## src/rtl/instr_mem_fetch.sv

```systemverilog
// Loadable instruction memory with a registered 1-cycle fetch port.
// Words are loaded in boot mode; unwritten or faulting fetches return NOP_WORD.
module instr_mem_fetch #(
    parameter int unsigned      INS_ADDRESS = 9,
    parameter int unsigned      INS_W       = 32,
    parameter int unsigned      DEPTH       = 128,
    parameter logic [INS_W-1:0] NOP_WORD    = 32'h00000013
) (
    input  logic                       clk,
    input  logic                       rst_n,
    input  logic                       boot_en,
    input  logic                       prog_we,
    input  logic [INS_ADDRESS-1:0]     prog_addr,
    input  logic [INS_W-1:0]           prog_wdata,
    output logic                       prog_err,
    output logic [$clog2(DEPTH+1)-1:0] load_count,
    input  logic                       req_valid,
    input  logic [INS_ADDRESS-1:0]     req_addr,
    output logic                       req_ready,
    output logic                       resp_valid,
    input  logic                       resp_ready,
    output logic [INS_W-1:0]           resp_data,
    output logic [INS_ADDRESS-1:0]     resp_addr,
    output logic [1:0]                 resp_fault
);

    localparam int unsigned IdxW  = INS_ADDRESS - 2;
    localparam int unsigned MemAw = (DEPTH > 1) ? $clog2(DEPTH) : 1;
    localparam int unsigned CntW  = $clog2(DEPTH + 1);
    localparam logic [IdxW:0] DepthLim = (IdxW + 1)'(DEPTH);

    typedef enum logic {StEmpty, StFull} state_e;

    logic [INS_W-1:0]       mem [DEPTH];
    logic [DEPTH-1:0]       written_q;
    logic [CntW-1:0]        load_count_q;
    logic                   prog_err_q;
    state_e                 state_q;
    logic [INS_W-1:0]       resp_data_q;
    logic [INS_ADDRESS-1:0] resp_addr_q;
    logic [1:0]             resp_fault_q;

    logic [IdxW-1:0]  prog_idx, req_idx;
    logic [MemAw-1:0] prog_widx, req_widx;
    logic [1:0]       prog_flags, req_flags;
    logic             prog_hon, prog_ok, accept;
    logic [INS_W-1:0] fetch_data_d;

    assign prog_idx  = prog_addr[INS_ADDRESS-1:2];
    assign req_idx   = req_addr[INS_ADDRESS-1:2];
    assign prog_widx = prog_idx[MemAw-1:0];
    assign req_widx  = req_idx[MemAw-1:0];

    // bit0 misaligned, bit1 out of range
    assign prog_flags = {({1'b0, prog_idx} >= DepthLim), (prog_addr[1:0] != 2'b00)};
    assign req_flags  = {({1'b0, req_idx} >= DepthLim), (req_addr[1:0] != 2'b00)};

    assign prog_hon = boot_en & prog_we;
    assign prog_ok  = prog_hon & (prog_flags == 2'b00);

    assign resp_valid = (state_q == StFull);
    assign req_ready  = ~boot_en & (~resp_valid | resp_ready);
    assign accept     = req_valid & req_ready;

    always_comb begin
        fetch_data_d = NOP_WORD;
        if (req_flags == 2'b00 && written_q[req_widx]) begin
            fetch_data_d = mem[req_widx];
        end
    end

    // Array contents are deliberately not reset; written_q masks stale data.
    always_ff @(posedge clk) begin
        if (prog_ok) begin
            mem[prog_widx] <= prog_wdata;
        end
    end

    always_ff @(posedge clk or negedge rst_n) begin
        if (!rst_n) begin
            written_q    <= '0;
            load_count_q <= '0;
            prog_err_q   <= 1'b0;
        end else begin
            prog_err_q <= prog_hon & ~prog_ok;
            if (prog_ok) begin
                written_q[prog_widx] <= 1'b1;
                if (!written_q[prog_widx]) begin
                    load_count_q <= load_count_q + CntW'(1);
                end
            end
        end
    end

    always_ff @(posedge clk or negedge rst_n) begin
        if (!rst_n) begin
            state_q      <= StEmpty;
            resp_data_q  <= NOP_WORD;
            resp_addr_q  <= '0;
            resp_fault_q <= 2'b00;
        end else begin
            unique case (state_q)
                StEmpty: if (accept) state_q <= StFull;
                StFull:  if (resp_ready && !accept) state_q <= StEmpty;
                default: state_q <= StEmpty;
            endcase
            if (accept) begin
                resp_data_q  <= fetch_data_d;
                resp_addr_q  <= req_addr;
                resp_fault_q <= req_flags;
            end
        end
    end

    assign prog_err   = prog_err_q;
    assign load_count = load_count_q;
    assign resp_data  = resp_data_q;
    assign resp_addr  = resp_addr_q;
    assign resp_fault = resp_fault_q;

endmodule

```

## config.mk

```make
export PLATFORM = sky130hd
export DESIGN_NAME = instr_mem_fetch
export DESIGN_NICKNAME = d
export VERILOG_FILES = /design/src/rtl/instr_mem_fetch.sv
export SDC_FILE = /design/constraint.sdc
export NUM_CORES = 2
export LEC_CHECK = 0
export ABC_AREA = 1
export CAP_MARGIN = 5
export CORE_MARGIN = 3
export CORE_UTILIZATION = 30
export DETAILED_ROUTE_END_ITERATION = 10
export PLACE_DENSITY = 0.42
export SETUP_SLACK_MARGIN = 0.3
export SLEW_MARGIN = 20
export SYNTH_ARGS = -nofsm -noshare
export SYNTH_HDL_FRONTEND = slang
export SYNTH_SLANG_ARGS = --single-unit
export TNS_END_PERCENT = 50
```

## constraint.sdc

```tcl
create_clock -name clk -period 1.5 [get_ports clk]
set_input_delay 0.45 -clock clk [delete_from_list [all_inputs] [get_ports clk]]
set_output_delay 0.45 -clock clk [all_outputs]
set_load 0.02 [all_outputs]
```

After elaboration in Yosys (flattened, before gate mapping):

Memory sizes are Yosys's and may differ from the RTL's.
Cells that the tools add are included.

* register bits: 180
* bits in writable memories: 4096
* input bits: 56
* logic and storage cells: 44
* memories: 1

* $add $sub $neg: 1
* $lt $le $gt $ge: 3
* mux-type cells: 12
* bitwise logic cells: 11
* reduce and logical (&&, ||, !) cells: 9

Memories
* mem: words 128, width 32, read ports 1, clocked after memory_dff 0, wr ports 1, line 34 `logic [INS_W-1:0] mem [DEPTH];`

Operator list (count)
* $or A128 B128 Y128: 1
* $mux W32: 1
* $lt A7 B8 Y1 const B: 2
* $bmux W1 S7: 2
* $add A8 B1 Y8 const B: 1
* $demux W1 S7: 1
* $ge A7 B1 Y1 const B: 1
* $mux W1: 7
* $and A1 B1 Y1: 5
* $logic_not A2 Y1: 2
* $not A1 Y1: 4
* $reduce_bool A2 Y1: 2
* $logic_and A1 B1 Y1: 3
* $pmux W1 S2: 1
* $reduce_and A2 Y1: 1
* $logic_not A1 Y1: 1
* $or A1 B1 Y1: 1

Depth between registers and ports, before layout:

* depth in word-level cells: 8
* gate-level depth with buffers: 17
* depth with buffers taken out: 14

Worst setup path after synthesis:

OpenSTA, ideal clock, no wires.

* kind: in2reg
* start: input port prog_addr[2]
* end: memory mem[102][0], enable pin
* data arrival time: 2.872 ns
* slack: -1.793 ns
* stages on the path: 8
* path buffers: 3
* cell sequence: buf_2 inv_1 nand3_1 inv_1 nand2_1 clkbuf_1 clkbuf_1 nor2_1

RTL lines
* from (decl): line 13 `input logic [INS_ADDRESS-1:0] prog_addr,`
* to (decl): line 34

Straight into the memory's write port.

Worst setup path after layout:

* start: register resp_data_q[1], in the netlist resp_data[1]
* end: output port resp_data[1]

RTL lines
* from (decl): line 39 `logic [INS_W-1:0] resp_data_q;`
* from (signal assigned): line 108 `resp_data_q <= fetch_data_d;`
* to (decl): line 22 `output logic [INS_W-1:0] resp_data,`

No word-level cell between the ends.

==> flow_metrics.tcl <==
set metrics [dict create \
    run_status "complete, but fails checks" \
    failed_checks "hold timing, setup timing" \
    ctsRootBufferMaster "clkbuf_16" \
    num-nets-final 16200 \
    pin_count 110 \
    timing.hold.ws_ns -0.0537 \
    fmaxAchievable_mhz 417 \
    fp.coreArea_sq_um 574000 \
    rrSetupSlack_ns -0.52 \
    syn_area_per_cell_sq_um 12.0 \
    clockBufferDepth 4 \
    yosysTopAreaCell "edfxtp_1" \
    cp_max_fo 2 \
    synth.net_count 14500 \
    hold_violations 1 \
    skew_ns 0.124 \
    crit_path_top_delay_cell "dfstp_4" \
    clk_latency_ns 1.06 \
    cts_num_sinks 4276 \
    rows 278 \
    clkSlewWorstSetupHoldPaths_ns 0.06 \
    p_leak_nw 81.0 \
    area_delta_synth_final_pct 28.9 \
    ctsHtreeMaxLevel 5 \
    antenna_left 0 \
    setup_slack_ns -0.899 \
    min_path_type "in2reg" \
    path_class "reg2out" \
    die_h_um 765 \
    grt-ovfl-total 0 \
    grt_max_degree 66 \
    max-cap-violations 0 \
    synth_most_common_cell "nand2_1" \
    die_area_sq_um 586000 \
    hp-start "prog_addr[1]" \
    dr.pass1.iters 8 \
    synth_common_cells "4489 x nand2_1, 4204 x nand3_1, 4096 x edfxtp_1" \
    period_needed_ns 2.40 \
    ys_ff_latch 4276 \
    synth.top_cell.area_share_pct 71.1 \
    final_max_slew_viol_count 0 \
    die-width_um 765 \
    first_global_vias 117000 \
    synth_flop_cell "edfxtp_1" \
    drive_gt1_share_pct 19.9 \
    holdPathEnd "written_q[7]" \
    avgViaCountPerCell 5.05 \
    syn_area_sq_um 173000 \
    cp_top_family "flip-flops" \
    max_stage_delay_ns 0.74 \
    vias 122000 \
    reg2reg_depth 13 \
    worst-path-buf-inv 1 \
    globalplace.congestion 0.842 \
    cp-end-kind "primary output" \
    antenna_found_initial 40 \
    ys_seq_area_share_pct 73.7 \
    rsz0062_at_grt "yes" \
    track_usage_pct 21.9 \
    synthDistinctLibCells 33 \
    powerDensity_nw_per_um2 1190 \
    nFillCells 55000 \
    r2r-start "resp_valid" \
    worstPathRequired_ns 1.05 \
    grt_pass1_wl_um 925000 \
    hpwl_um 436000 \
    drc 0 \
    worstMarginPinSlew_ns 0.605 \
    r2r-end "resp_data[29]" \
    post_drt_wl_per_cell_um 27.7 \
    wirelength_um 669000 \
    initial_core_util_pct 30.1 \
    io_buffer_count 108 \
    path_cells "buf_6" \
    slew_headroom_pct 59.7 \
    ir_drop_v 0.000998 \
    finalSetupViolations 4243 \
    final_util_pct 38.9 \
    cts_buffers 471 \
    async_flop_share_pct 4.21 \
    synth-edff-count 4096 \
    finalSetupTns_ns -1112.95 \
    hold_depth 5 \
    fin_crit_sh_pct 160 \
    syn_inst 14500 \
    initialDrtViolationCount 12900 \
    arrival_ns 1.95 \
    start_kind "flip-flop" \
    synth_area_leaders "edfxtp_1 71%, nand3_1 12%, nand2_1 9.7%, dfrtp_1 2.6%, buf_2 1.5%" \
    ys.warnings.count 0 \
    cts_tree "built" \
]
layer usage:
layer / routed length, um / global-route usage [%] / vias up / part of all wire [%]
met2: 309000 / 35.2 / 3641 / 46
li1: - / - / 55000 / -
met5: 0 / 0 / - / 0
met3: 35200 / 2.01 / 784 / 5.3
met1: 304000 / 31.8 / 62200 / 45
met4: 20500 / 6.08 / 0 / 3.1
power breakdown:
group          switching (W)  internal [W]
Clock                 0.0498        0.0624
Sequential          0.000309         0.131
Combinational         0.0151       0.00785
Total                 0.0652         0.201
worst max path at each step:
stage          cells past startpoint       endpoint          from
4_1_cts                            1   resp_data[1]  resp_data[1]
6_report                           1   resp_data[1]  resp_data[1]
2_1_floorplan                      6    mem[106][0]  prog_addr[3]
5_1_grt                            1   resp_data[1]  resp_data[1]
3_5_place_dp                      16  resp_data[10]   req_addr[4]
3_3_place_gp                      16  resp_data[10]   req_addr[4]
stage by stage:
step	instances	cell area (sq um)	hold slack, ns	worst slack (ns)	total power (W)
after floorplan	14500	174000	0.154	-0.974	0.142
after global placement	23000	202000	0.332	-1.95	0.156
after detailed placement	23000	202000	0.330	-1.91	0.156
after CTS	24000	220000	-0.0957	-1.01	0.269
after global routing	24100	223000	-0.122	-0.952	0.275
final	24100	223000	-0.0537	-0.899	0.266
state kept, by name (all words and copies together), names as in the netlist:
register	flops
resp_data	32
prog_err	1
load_count	8
resp_fault	1
resp_valid	1
written_q	128
mem	4096
resp_addr	9
placed cells by master, fill, tap and decap left out, types with 8 or more instances in the layout:
master / Yosys / layout
buf_12: 2 / 720
nand3_1: 4204 / 3979
nand2_4: 0 / 8
nor2_4: 0 / 136
nor2_2: 4 / 10
bufinv_16: 0 / 24
o21ai_1: 3 / 11
clkbuf_1: 254 / 123
a21oi_1: 13 / 11
clkbuf_16: 0 / 523
dfrtp_1: 177 / 155
o211ai_1: 30 / 30
nand3_4: 0 / 60
clkinv_2: 0 / 66
buf_6: 61 / 153
edfxtp_1: 4096 / 4096
or2_2: 61 / 61
nor2_1: 168 / 26
diode_2: 0 / 13
clkinv_16: 0 / 23
nand2_2: 0 / 48
buf_16: 0 / 32
buf_8: 4 / 30
dfrtp_2: 0 / 20
buf_4: 63 / 1150
dlygate4sd3_1: 0 / 37
clkinv_1: 1 / 145
o21ai_0: 108 / 96
nand2_1: 4489 / 4429
nand3_2: 1 / 166
inv_1: 100 / 93
cell type report:
type                            count  area [sq um]  area share, %
Clock buffer                      600         12400           5.54
Antenna cell                       13          32.5         0.0146
Inverter                          104           457          0.205
Tap cell                         7560          9460           4.24
Timing Repair Buffer             2185         27900           12.5
Sequential cell                  4276        128000           57.2
Clock inverter                    269          2420           1.08
Multi-Input combinational cell   9100         42800           19.2
repair_timing:
| item | CTS | global route |
|---|---|---|
| hold buffers | 39 | 1 |
| pin swaps | 111 | 89 |
| gates cloned | 14 | 54 |
| setup endpoints to repair | 4270 | 4310 |
| resized for setup | 638 | 169 |
| hold endpoints to repair | 2771 | 2 |
| buffers inserted | 77 | 63 |
logic make-up after synthesis:
family	share of synthesized area, %
other	0.00217
buffers and inverters	3.20
flip-flops	73.7
AO/OA/AOI/OAI	0.496
adder cells (fa/ha/maj)	0.00723
AND/OR/NAND/NOR	22.5
multiplexers	0.0130
XOR/XNOR	0.0304
Note: power is estimated with default switching activity, not from simulation.
